===== src/rtl/pkt_drop_avlstrm.sv =====
`timescale 1ns/1ps
`default_nettype none
// ============================================================================
// Module  : pkt_drop_avlstrm
// Purpose : Packet-granular admission stage in front of a stream FIFO. At
//           every start-of-packet the downstream almost_full is sampled and
//           the whole packet is either forwarded through one output register
//           or consumed and discarded. Forwarded, dropped and malformed
//           packets are counted.
// Revision: 1.0 - initial release
// ============================================================================
module pkt_drop_avlstrm #(
  parameter int DATA_WIDTH  = 512,
  parameter int EMPTY_WIDTH = 6
) (
  input  logic                   Clk,
  input  logic                   Rst_n,
  // upstream stream
  input  logic [DATA_WIDTH-1:0]  in_data,
  input  logic                   in_valid,
  input  logic                   in_sop,
  input  logic                   in_eop,
  input  logic [EMPTY_WIDTH-1:0] in_empty,
  output logic                   in_ready,
  output logic                   in_almost_full,
  // downstream stream (FIFO input)
  output logic [DATA_WIDTH-1:0]  out_data,
  output logic                   out_valid,
  output logic                   out_sop,
  output logic                   out_eop,
  output logic [EMPTY_WIDTH-1:0] out_empty,
  input  logic                   out_ready,
  input  logic                   out_almost_full,
  // statistics
  output logic [31:0]            pkt_fwd,
  output logic [31:0]            pkt_drop,
  output logic [31:0]            pkt_err
);

  typedef enum logic [1:0] {
    S_IDLE = 2'd0,
    S_PASS = 2'd1,
    S_DROP = 2'd2
  } state_t;

  state_t                 r_state;
  state_t                 w_state_nxt;

  logic [DATA_WIDTH-1:0]  r_out_data;
  logic [EMPTY_WIDTH-1:0] r_out_empty;
  logic                   r_out_valid;
  logic                   r_out_sop;
  logic                   r_out_eop;

  logic [31:0]            r_pkt_fwd;
  logic [31:0]            r_pkt_drop;
  logic [31:0]            r_pkt_err;

  logic                   w_out_free;
  logic                   w_in_ready;
  logic                   w_accept;
  logic                   w_load;
  logic                   w_inc_fwd;
  logic                   w_inc_drop;
  logic                   w_inc_err;

  // Ready generation, admission decision and next-state logic
  always_comb begin
    w_state_nxt = r_state;
    w_load      = 1'b0;
    w_inc_fwd   = 1'b0;
    w_inc_drop  = 1'b0;
    w_inc_err   = 1'b0;
    w_out_free  = !r_out_valid || out_ready;

    // While dropping, non-sop beats are sunk unconditionally. A sop arriving
    // mid-drop may be forwarded, so it must also wait for a free output
    // register to avoid overwriting a beat the FIFO has not taken yet.
    if (r_state == S_DROP) begin
      w_in_ready = w_out_free || !in_sop;
    end else begin
      w_in_ready = w_out_free;
    end
    if (!Rst_n) begin
      w_in_ready = 1'b0;
    end

    w_accept = in_valid && w_in_ready;

    if (w_accept) begin
      if (in_sop) begin
        // A sop outside IDLE means the previous packet lost its eop
        if (r_state != S_IDLE) begin
          w_inc_err = 1'b1;
        end
        if (out_almost_full) begin
          w_inc_drop  = 1'b1;
          w_state_nxt = in_eop ? S_IDLE : S_DROP;
        end else begin
          w_inc_fwd   = 1'b1;
          w_load      = 1'b1;
          w_state_nxt = in_eop ? S_IDLE : S_PASS;
        end
      end else begin
        case (r_state)
          S_PASS: begin
            w_load = 1'b1;
            if (in_eop) begin
              w_state_nxt = S_IDLE;
            end
          end
          S_DROP: begin
            if (in_eop) begin
              w_state_nxt = S_IDLE;
            end
          end
          default: begin
            // Orphan beat with no packet open: discard and flag it
            w_inc_err = 1'b1;
          end
        endcase
      end
    end
  end

  // State register
  always_ff @(posedge Clk or negedge Rst_n) begin
    if (!Rst_n) begin
      r_state <= S_IDLE;
    end else begin
      r_state <= w_state_nxt;
    end
  end

  // Output register control: load on forward, clear on drain without reload
  always_ff @(posedge Clk or negedge Rst_n) begin
    if (!Rst_n) begin
      r_out_valid <= 1'b0;
      r_out_sop   <= 1'b0;
      r_out_eop   <= 1'b0;
    end else if (w_load) begin
      r_out_valid <= 1'b1;
      r_out_sop   <= in_sop;
      r_out_eop   <= in_eop;
    end else if (r_out_valid && out_ready) begin
      r_out_valid <= 1'b0;
      r_out_sop   <= 1'b0;
      r_out_eop   <= 1'b0;
    end
  end

  // Output payload: qualified by out_valid, so it needs no reset
  always_ff @(posedge Clk) begin
    if (w_load) begin
      r_out_data  <= in_data;
      r_out_empty <= in_empty;
    end
  end

  // Statistics counters, wrapping modulo 2^32
  always_ff @(posedge Clk or negedge Rst_n) begin
    if (!Rst_n) begin
      r_pkt_fwd  <= 32'd0;
      r_pkt_drop <= 32'd0;
      r_pkt_err  <= 32'd0;
    end else begin
      if (w_inc_fwd) begin
        r_pkt_fwd <= r_pkt_fwd + 32'd1;
      end
      if (w_inc_drop) begin
        r_pkt_drop <= r_pkt_drop + 32'd1;
      end
      if (w_inc_err) begin
        r_pkt_err <= r_pkt_err + 32'd1;
      end
    end
  end

  assign in_ready       = w_in_ready;
  assign in_almost_full = 1'b0;

  assign out_data       = r_out_data;
  assign out_valid      = r_out_valid;
  assign out_sop        = r_out_sop;
  assign out_eop        = r_out_eop;
  assign out_empty      = r_out_empty;

  assign pkt_fwd        = r_pkt_fwd;
  assign pkt_drop       = r_pkt_drop;
  assign pkt_err        = r_pkt_err;

endmodule
`default_nettype wire

===== config.mk =====
export PLATFORM = sky130hd
export DESIGN_NAME = pkt_drop_avlstrm
export DESIGN_NICKNAME = d
export VERILOG_FILES = /design/src/rtl/pkt_drop_avlstrm.sv
export SDC_FILE = /design/constraint.sdc
export NUM_CORES = 1
export LEC_CHECK = 0
export BUFFER_PORTS_ARGS = -buffer_cell sky130_fd_sc_hd__clkbuf_2
export CAP_MARGIN = 20
export CORE_AREA = 5 5 443 445
export DETAILED_ROUTE_END_ITERATION = 10
export DIE_AREA = 0 0 448 450
export HOLD_SLACK_MARGIN = 0.1
export PLACE_DENSITY = 0.31
export SLEW_MARGIN = 5
export SYNTH_ARGS = -nofsm -noshare
export SYNTH_HDL_FRONTEND = slang
export SYNTH_SLANG_ARGS = --single-unit

===== constraint.sdc =====
create_clock -name Clk -period 13.4 [get_ports Clk]
set_clock_uncertainty 0.2 [all_clocks]
set_input_delay 2.01 -clock Clk [delete_from_list [all_inputs] [get_ports Clk]]
set_output_delay 2.01 -clock Clk [all_outputs]
set_load 0.005 [all_outputs]

* After elaboration in Yosys (flattened, before gate mapping) *
Index checks and enable logic that the tools add are counted.

operators by class
  multiplexer cells = 25
  eq/ne operators = 2
  reductions and logical operators = 12
  add/subtract/negate cells = 3

operators with widths
  cell                                                             count
  32-bit by 1-bit adder with 32-bit output, second input constant  3
  1-bit 2-to-1 mux                                                 20
  2-bit 2-to-1 mux                                                 5
  2-bit nonzero test                                               4
  3-bit AND reduction                                              1
  2-bit by 1-bit == test with 1-bit output, second input constant  1
  2-bit == test, second input constant                             1
  1-bit logical AND                                                2
  1-bit zero test                                                  2
  1-bit logical OR                                                 2
  2-bit OR reduction                                               1

word-level totals
  flip-flop bits (word level) = 619
  output and inout bits = 619
  input port bits = 525

* Logic depth before layout (Yosys ltp) *
Gate-level depths: netlist (run 1).

  depth in word-level cells = 8
  depth in mapped cells = 8
  mapped depth without buffers = 7

* Least setup slack after synthesis (run 1) *
OpenSTA, ideal clock, no wires.

  kind = input-to-reg
  start point = in in_valid
  end point = reg r_out_data[0] (netlist: out_data[0]) (enable)
  cell stages on the path = 4
  arrival = 12.659 ns
  path slack = -0.322 ns
  library setup time = 0.863 ns
  cells stage by stage = nand2_2 a21oi_1 o211ai_1 inv_1

on the way
  longest elaborated chain between the ends = 2

RTL lines
  what                  line  text
  from (decl)           20    input logic in_valid,
  1-bit logical AND     88    w_accept = in_valid && w_in_ready;
  1-bit 2-to-1 mux      90    if (w_accept) begin
  via w_load            62    logic w_load;
  to (signal assigned)  155   r_out_data <= in_data;
  to (decl)             49    logic [DATA_WIDTH-1:0] r_out_data;

The timed path passes the listed nets, and every way through them passes these cells.
A chain may end at the register's enable or synchronous reset.

* Worst setup path after layout (run 1) *
  start point = in Rst_n
  end point = reg r_out_data[285] (netlist: out_data[285]) (enable)

on the way
  longest elaborated chain between the ends = 3

RTL lines
  what               line  text
  from (decl)        17    input logic Rst_n,
  1-bit 2-to-1 mux   84    if (!Rst_n) begin
  1-bit logical AND  88
  1-bit 2-to-1 mux   90
  via w_load         62

The timed path passes the listed nets, and every way through them passes these cells.

==> out/qor.yml, run 1 <==
outcome: "completed"
place.port_buffers: 1142
synth-compound-area-share: 0.004871
utilization: 0.1665
cts_root_buffer: "clkbuf_16"
fillers: 21270
grt_antenna_before_repair: 38
use_met1: 0.1222
yosys_warnings: 0
internal_power_mw: 3.681
use_met2: 0.2110
numCtsBuffers: 84
setup_viol: 0
vias_per_cell: 2.907
drive_above_1_share: 0.5811
pwr-share-clk: 0.453
vias: 13840
grt_util_met3: 0.03630
post_cts_resized: 0
swShare: 0.2545
clockBufferDepth: 3
drtPass1Iterations: 5
p_seq_frac: 0.469
mostFrequentLayoutCell: "clkbuf_2"
synth.area.top_cells: "edfxtp_1, dfrtp_1, xnor2_1"
synth_top_family_by_area: "simple AND/OR/NAND/NOR gates"
synth_cells: 939
period_share: 0.4536
cts_tree: "built"
slowest_delay_ps: 860
final_cell_mix: "clkbuf_2, edfxtp_1, dfrtp_1, clkbuf_16, xnor2_1"
clock.fmax_ghz: 0.1645
worstPathCellList: "buf_4, nand2_2, a21oi_1, o211ai_1, clkinvlp_4, buf_12, buf_4"
gp_congestion: 0.8344
syn_to_final_growth_pct: 57.31
ys_seq_area_frac: 0.8911
nets: 2699
clock_sinks: 619
die_x_um: 448
routed_wl_mm: 119.7
num_rows: 161
grt_pass1_wl_mm: 150.4
syn_nets: 1470
relSlewSlack: 0.2929
grt_max_degree: 160
crit_type: "primary input to register"
htree_levels: 3
hold_class: "register to register"
top_usage_layer: "met2"
synthAdderAreaFrac: 0.003700
cp_slowest_cell: "buf_4"
drtAntennaViolNets: 0
synth_mux_area_frac: 0.002405
post-synth-top-area-fraction: 0.7666
hpwl_mm: 99.78
cap_violations: 0
final_hold_viol_count: 0
avgSynthCellArea_um2: 21.61
worstPathArrival_ps: 6190
p_leak_nw: 13.07
grt.total_usage: 0.1135
worst_slew_pin_slew_ps: 1061
rsz0062_at_grt: "false"
peakVddDrop_v: 0.00008133
synth_area_um2: 20290
switching_power_mw: 1.256
synth_edf_count: 518
setup_tns_ps: 0
endpoint_kind: "register"
report.final.slew_viol_count: 0
yosys.area_share.simple: 0.05260
period_needed_ps: 6079
cp_max_fo: 159
ys_ff_latch: 619
cts_hold_buffers: 0
start_util: 0.1058
dieArea_um2: 201600
yosys.area.top_type: "edfxtp_1"
comb_power_share: 0.078
ios: 1144
drc_errors: 0
synth_flop_cell: "edfxtp_1"
critPathLaunchType: "primary input"
wl_per_cell_um: 25.12
overflow: 0
core_um2: 191800
die-height_um: 450
clk_pin_slew_worst_paths_ps: 60
synthArstFlopShare: 0.1632
dr.first_iter.drc_count: 730
cp_common_cell: "buf_4"
synth_cell_type_count: 46
synth-xor-area-share: 0.04051
cp.required_ps: 13510
p_per_area_nw_per_um2: 154.7
grt_pass1_vias: 14430
cts_setup_buffers: 0
worstSkewPairLatency_ps: 690
==> routing by layer <==
| layer | up-vias | part of all wire |
|---|---|---|
| met1 | 7033 | 0.37 |
| li1 | 6066 | - |
| met3 | 137 | 0.076 |
| met2 | 606 | 0.53 |
| met4 | 2 | 0.022 |
| met5 | - | 0.00011 |
==> power by group through the flow <==
stage / registers, mW / logic (mW) / clock network (mW)
after floorplan: 2.36 / 0.0958 / 0
after global placement: 2.36 / 0.405 / 0
after detailed placement: 2.36 / 0.404 / 0
after CTS: 2.32 / 0.405 / 2.34
after global routing: 2.33 / 0.423 / 2.41
final: 2.32 / 0.385 / 2.23
==> kinds of logic (layout without fill, tap and decap cells) <==
family,after synthesis,in the layout
fa+ha+maj,6,6
xor+xnor,93,93
compound gates,12,12
other cells,1,6
simple gates,186,186
flops,619,619
mux,4,4
buf+inv,18,1311
==> area by class of cell <==
type,count,area [µm²],share of cell area
clock inverter,46,475.5,0.01489
multi-input combinational,302,2116,0.06628
tap,2526,3161,0.09901
antenna,5,12.51,0.0003920
timing repair buffer,1149,5808,0.1819
inverter,12,48.80,0.001529
clock buffer,104,2218,0.06949
sequential,619,18080,0.5665
==> final timing paths <==
check	slack, ps	from	depth (start not counted)	end
worst max-delay path	7320	Rst_n	7	out_data[285]
worst min register to register	270	pkt_drop[31]	1	pkt_drop[31]
worst min-delay path	270	pkt_drop[31]	1	pkt_drop[31]
worst max register to register	8780	r_state[0]	8	out_data[285]
min in group asynchronous	1140	Rst_n	1	pkt_err[13]
max in group asynchronous	10530	Rst_n	2	pkt_fwd[27]
==> synth_stat cells, drive strengths merged (2+ instances only) <==
cell / number
xor2: 35
buf: 5
nor3: 13
nand4: 30
and2: 9
ha: 6
nor2: 26
nand2b: 2
edfxtp: 518
nand3: 30
and3: 10
nor4: 9
dfrtp: 101
inv: 12
a21oi: 3
and4: 4
mux2: 4
xnor2: 58
nand2: 47
nor2b: 3
o22ai: 2
==> sequential cells by signal, summed over array words and instances (netlist names) <==
name / count
out_valid: 1
pkt_err: 32
pkt_fwd: 32
out_data: 512
out_empty: 6
out_sop: 1
out_eop: 1
pkt_drop: 32
r_state: 2
==> worst max-delay path, delay by kind of cell <==
kind,cells,cell delay (ps)
AOI/OAI and AO/OA,2,830
and+or+nand+nor,1,340
buffers and inverters,4,2560
==> metrics by stage <==
stage	instance area (µm²)	power (mW)	setup slack, ps	std cells	hold WS (ps)
4_1_cts	31910	5.068	7288	4758	276.5
5_1_grt	31910	5.159	6963	4759	294.9
3_5_place_dp	29220	2.761	6493	4608	265.3
6_report	31920	4.937	7321	4763	274.1
3_3_place_gp	29220	2.765	6494	4608	267.6
2_1_floorplan	20300	2.460	2232	939	264.7
Note: power is estimated with default switching activity, not from simulation.
==> inputs of run 2 (changes only) <==
clock period = 6.2 ns   (was 13.4 ns; I/O delays follow)
==> run 2 against run 1 <==
Effect of this change: highest routed layer unchanged; combinational power increased by 140%; largest power group unchanged; sequential share of layout area decreased by 2.3 points; utilization increased by 0.70 points; critical path depth decreased by 2; global-route usage decreased by 0.072 points; critical path type is now primary input to primary output; total power increased by 120%; die area unchanged; setup slack got worse by 5400 ps; first-iteration DRC count increased by 8.8%; final cell count increased by 2.8%; clock power increased by 120%; critical endpoint is now in_ready; wire length decreased by 0.18%.
==> out/qor.yml, run 2 (synthesized netlist as in run 1, its figures left out) <==
outcome: "completed"
finalPower_mw: 10.81
cp.required_ps: 5070
period_share: 0.6904
ios: 1144
drtPass1Iterations: 8
cap_violations: 0
gp_congestion: 0.8533
grt_pass1_wl_mm: 150.4
setup_viol: 0
clk_pin_slew_worst_paths_ps: 60
worst_slew_pin_slew_ps: 914.1
final_cell_mix: "clkbuf_2, edfxtp_1, dlygate4sd3_1, dfrtp_1, clkbuf_16"
cts_setup_buffers: 0
p_per_area_nw_per_um2: 324.9
vias_per_cell: 2.942
hold_start: "in_data[435]"
r2r-end: "out_empty[0]"
ff2ff_path_depth: 5
die_x_um: 448
numCtsBuffers: 81
nets: 2822
p_leak_nw: 13.63
syn_to_final_growth_pct: 63.90
rsz0062_at_grt: "false"
num_rows: 161
cts_root_buffer: "clkbuf_16"
cp_max_fo: 65
cts_tree: "built"
r2r_slack_ps: 2900
peakVddDrop_v: 0.0001676
drc_errors: 0
worstPathArrival_ps: 3150
crit_type: "primary input to primary output"
die-height_um: 450
core_um2: 191800
drtAntennaViolNets: 0
drive_above_1_share: 0.5537
hold_end: "out_data[435]"
critPathLaunchType: "primary input"
overflow: 0
clock.fmax_ghz: 0.2336
report.final.slew_viol_count: 0
dr.first_iter.drc_count: 794
grt_max_degree: 106
endpoint_kind: "primary output"
grt_antenna_before_repair: 40
clockBufferDepth: 3
place.port_buffers: 1142
hpwl_mm: 99.89
clock_sinks: 619
period_needed_ps: 4280
routed_wl_mm: 119.4
start_util: 0.1058
worstSkewPairLatency_ps: 690
dieArea_um2: 201600
final_hold_viol_count: 0
hold_class: "primary input to register"
grt.total_usage: 0.1127
crit_start: "Rst_n"
htree_levels: 3
largest_register_ffs: 512
relSlewSlack: 0.3906
vias: 14400
wl_per_cell_um: 24.40
utilization: 0.1734
mostFrequentLayoutCell: "clkbuf_2"
r2r-start: "out_valid"
fillers: 21200
grt_pass1_vias: 14970
hold_path_depth: 1
-- run 2: cell types whose count changed in the layout (fill, tap and decap cells not counted), sizes merged --
cell	delta
buf	+10
bufinv	+3
clkbuf	-8
clkinv	+3
diode	+7
dlygate4sd3	+116
inv	+1
-- run 2: layout make-up --
type / instances / area, µm² / area share
tap: 2526 / 3161 / 0.09503
multi-input combinational: 302 / 2127 / 0.06396
clock inverter: 53 / 590.6 / 0.01776
clock buffer: 96 / 2125 / 0.06388
sequential: 619 / 18080 / 0.5437
inverter: 12 / 48.80 / 0.001467
timing repair buffer: 1275 / 7094 / 0.2133
antenna: 12 / 30.03 / 0.0009029
-- run 2: metal layers --
metal	share of wire	global-route usage	up-vias
met1	0.37	0.1242	7254
met3	0.085	0.04073	146
met5	0.0011	0.006734	-
met4	0.023	0.03551	6
li1	-	-	6326
met2	0.52	0.2005	671
-- run 2: worst max-delay path by stage --
stage                         end  slack, ps  cells past startpoint
detailed placement  out_data[120]       1850                      6
global placement    out_data[255]       1850                      6
finish                   in_ready       1920                      5
CTS                      in_ready       1770                      5
global route             in_ready       1560                      5
floorplan             out_data[0]      -3810                      5
-- run 2: where the power goes --
| group | internal, mW | switching [mW] | total (mW) |
|---|---|---|---|
| clock network | 2.85 | 2.03 | 4.88 |
| logic | 0.388 | 0.544 | 0.931 |
| registers | 4.82 | 0.174 | 4.99 |
| total | 8.06 | 2.75 | 10.8 |
-- run 2: repair_timing --
item                      in CTS  in global routing
resized for setup              0                  0
hold buffers                 116                  0
hold endpoints to repair     153                  0
-- run 2: metrics by stage --
| stage | cell area [µm²] | setup TNS [ps] | hold WS, ps | std cells | setup slack [ps] |
|---|---|---|---|---|---|
| 3_5_place_dp | 29350 | 0 | 269.8 | 4618 | 1851 |
| 6_report | 33260 | 0 | 211.5 | 4895 | 1920 |
| 2_1_floorplan | 20310 | -1975590 | 264.7 | 939 | -3814 |
| 3_3_place_gp | 29350 | 0 | 269.5 | 4618 | 1854 |
| 5_1_grt | 33250 | 0 | 138.9 | 4890 | 1563 |
| 4_1_cts | 33230 | 0 | 100.1 | 4883 | 1773 |
-- run 2: worst max-delay path: stages --
cell and delay, ps:
dlygate4sd3_1 520, buf_4 470, buf_4 790, a21boi_0 260
clkbuf_2 150
==> inputs of run 3 (changes only) <==
clock period = 4.25 ns   (was 6.2 ns; I/O delays follow)
==> run 3 against run 2 <==
Effect of this change: utilization up 2.1 points; first-iteration DRC count up 13%; global-route usage about the same; critical path depth up 3; sequential share of layout area down 5.8 points; critical path type is now primary input to register; worst hold slack better by 29 ps; wire length up 0.59%; non-clock buffer count up 407; clock power up 39%; register-to-register slack worse by 1800 ps; via count up 11%.
==> out/qor.yml, run 3 (synthesized netlist as in run 1, its figures left out) <==
outcome: "completed"
overflow: 0
grt_max_degree: 117
routed_wl_mm: 120.1
grt.total_usage: 0.1132
dr.first_iter.drc_count: 894
use_met2: 0.1998
cts_tree: "built"
worst_slew_pin_slew_ps: 935.7
htree_levels: 3
clock.fmax_ghz: 0.3179
critPathLaunchType: "primary input"
rsz0062_at_grt: "false"
numCtsBuffers: 82
drtAntennaViolNets: 0
die_x_um: 448
cp_max_fo: 48
cts_setup_buffers: 0
clk_pin_slew_worst_paths_ps: 50
syn_to_final_growth_pct: 83.52
cap_violations: 0
grt_pass1_wl_mm: 154.2
p_seq_frac: 0.462
worstPathArrival_ps: 3260
period_needed_ps: 3146
gp_congestion: 0.8558
hold_class: "primary input to register"
swShare: 0.2583
largest_register_ffs: 512
worstSkewPairLatency_ps: 690
grt_util_met3: 0.03300
num_rows: 161
start_util: 0.1058
clock_sinks: 619
drive_above_1_share: 0.4696
core_um2: 191800
endpoint_kind: "register"
p_per_area_nw_per_um2: 423.4
peakVddDrop_v: 0.0002470
pwr-share-clk: 0.431
relSlewSlack: 0.3762
switching_power_mw: 4.073
crit_type: "primary input to register"
hpwl_mm: 99.77
grt_pass1_vias: 16790
comb_power_share: 0.107
grt_antenna_before_repair: 50
use_met1: 0.1290
clockBufferDepth: 3
cts_hold_buffers: 522
die-height_um: 450
drtPass1Iterations: 5
mostFrequentLayoutCell: "clkbuf_2"
drc_errors: 0
placed_cell_area_um2: 29360
internal_power_mw: 11.70
cp.required_ps: 4360
report.final.slew_viol_count: 0
cts_root_buffer: "clkbuf_16"
post_cts_resized: 0
top_usage_layer: "met2"
place.port_buffers: 1142
post-route-cell-area_um2: 37240
setup_viol: 0
ios: 1144
nets: 3230
hold_ws_ps: 240.5
final_hold_viol_count: 0
period_share: 0.7402
wl_per_cell_um: 22.65
p_leak_nw: 15.28
dieArea_um2: 201600
final_cell_mix: "clkbuf_2, dlygate4sd3_1, edfxtp_1, dfrtp_1, clkbuf_16"
vias: 16040
vias_per_cell: 3.024
run 3: changes by cell type in the layout (fill, tap and decap cells not counted), sizes merged:
cell         delta
dlygate4sd3   +406
buf             +1
bufinv          -6
inv             -3
clkinv          +5
clkbuf          +8
clkinvlp        -2
run 3: power groups by stage:
| stage | registers [mW] | clock network (mW) | logic [mW] |
|---|---|---|---|
| finish | 7.28 | 6.80 | 1.69 |
| detailed placement | 7.40 | 0 | 1.30 |
| CTS | 7.29 | 7.15 | 1.76 |
| global placement | 7.41 | 0 | 1.30 |
| global route | 7.31 | 7.35 | 1.83 |
| floorplan | 7.45 | 0 | 0.305 |
run 3: stage by stage:
stage	setup TNS [ps]	cells	setup slack, ps	util	total power, mW
CTS	0	5292	1107	0.1940	16.20
floorplan	-2834170	939	-5471	-	7.759
global placement	0	4619	911.1	0.1531	8.713
global route	0	5300	928.6	0.1941	16.50
detailed placement	0	4619	876.6	0.1531	8.699
finish	0	5304	1104	0.1942	15.77
run 3: worst paths after layout:
check                            start             to  slack, ps  cells past startpoint
max                              Rst_n  out_data[446]       1100                      8
min                             in_sop     r_state[1]        240                      3
max reg2reg                 r_state[0]  out_data[446]       1140                      8
min reg2reg                pkt_fwd[31]    pkt_fwd[31]        270                      1
max in group asynchronous        Rst_n     pkt_fwd[8]       2150                      4
min in group asynchronous        Rst_n    pkt_err[13]        410                      3
run 3: final cells by class:
type	count	area [µm²]
Sequential cell	619	18080
Tap cell	2526	3161
Clock buffer	104	2176
Inverter	12	48.80
Clock inverter	47	449.2
Antenna cell	12	30.03
Timing Repair Buffer	1682	11170
Multi-Input combinational cell	302	2127
Fill cell	20910	154500
run 3: worst max-delay path, stage by stage:
cell,delay (ps)
dlygate4sd3_1,520
buf_4,120
nand2_2,190
a21oi_4,260
o211ai_1,270
clkinvlp_4,260
buf_12,240
buf_4,610
run 3: per-layer routing:
metal,vias to the layer above,share of wire
met5,-,0.0012
met4,14,0.032
li1,7128,-
met2,728,0.51
met1,7990,0.38
met3,178,0.075
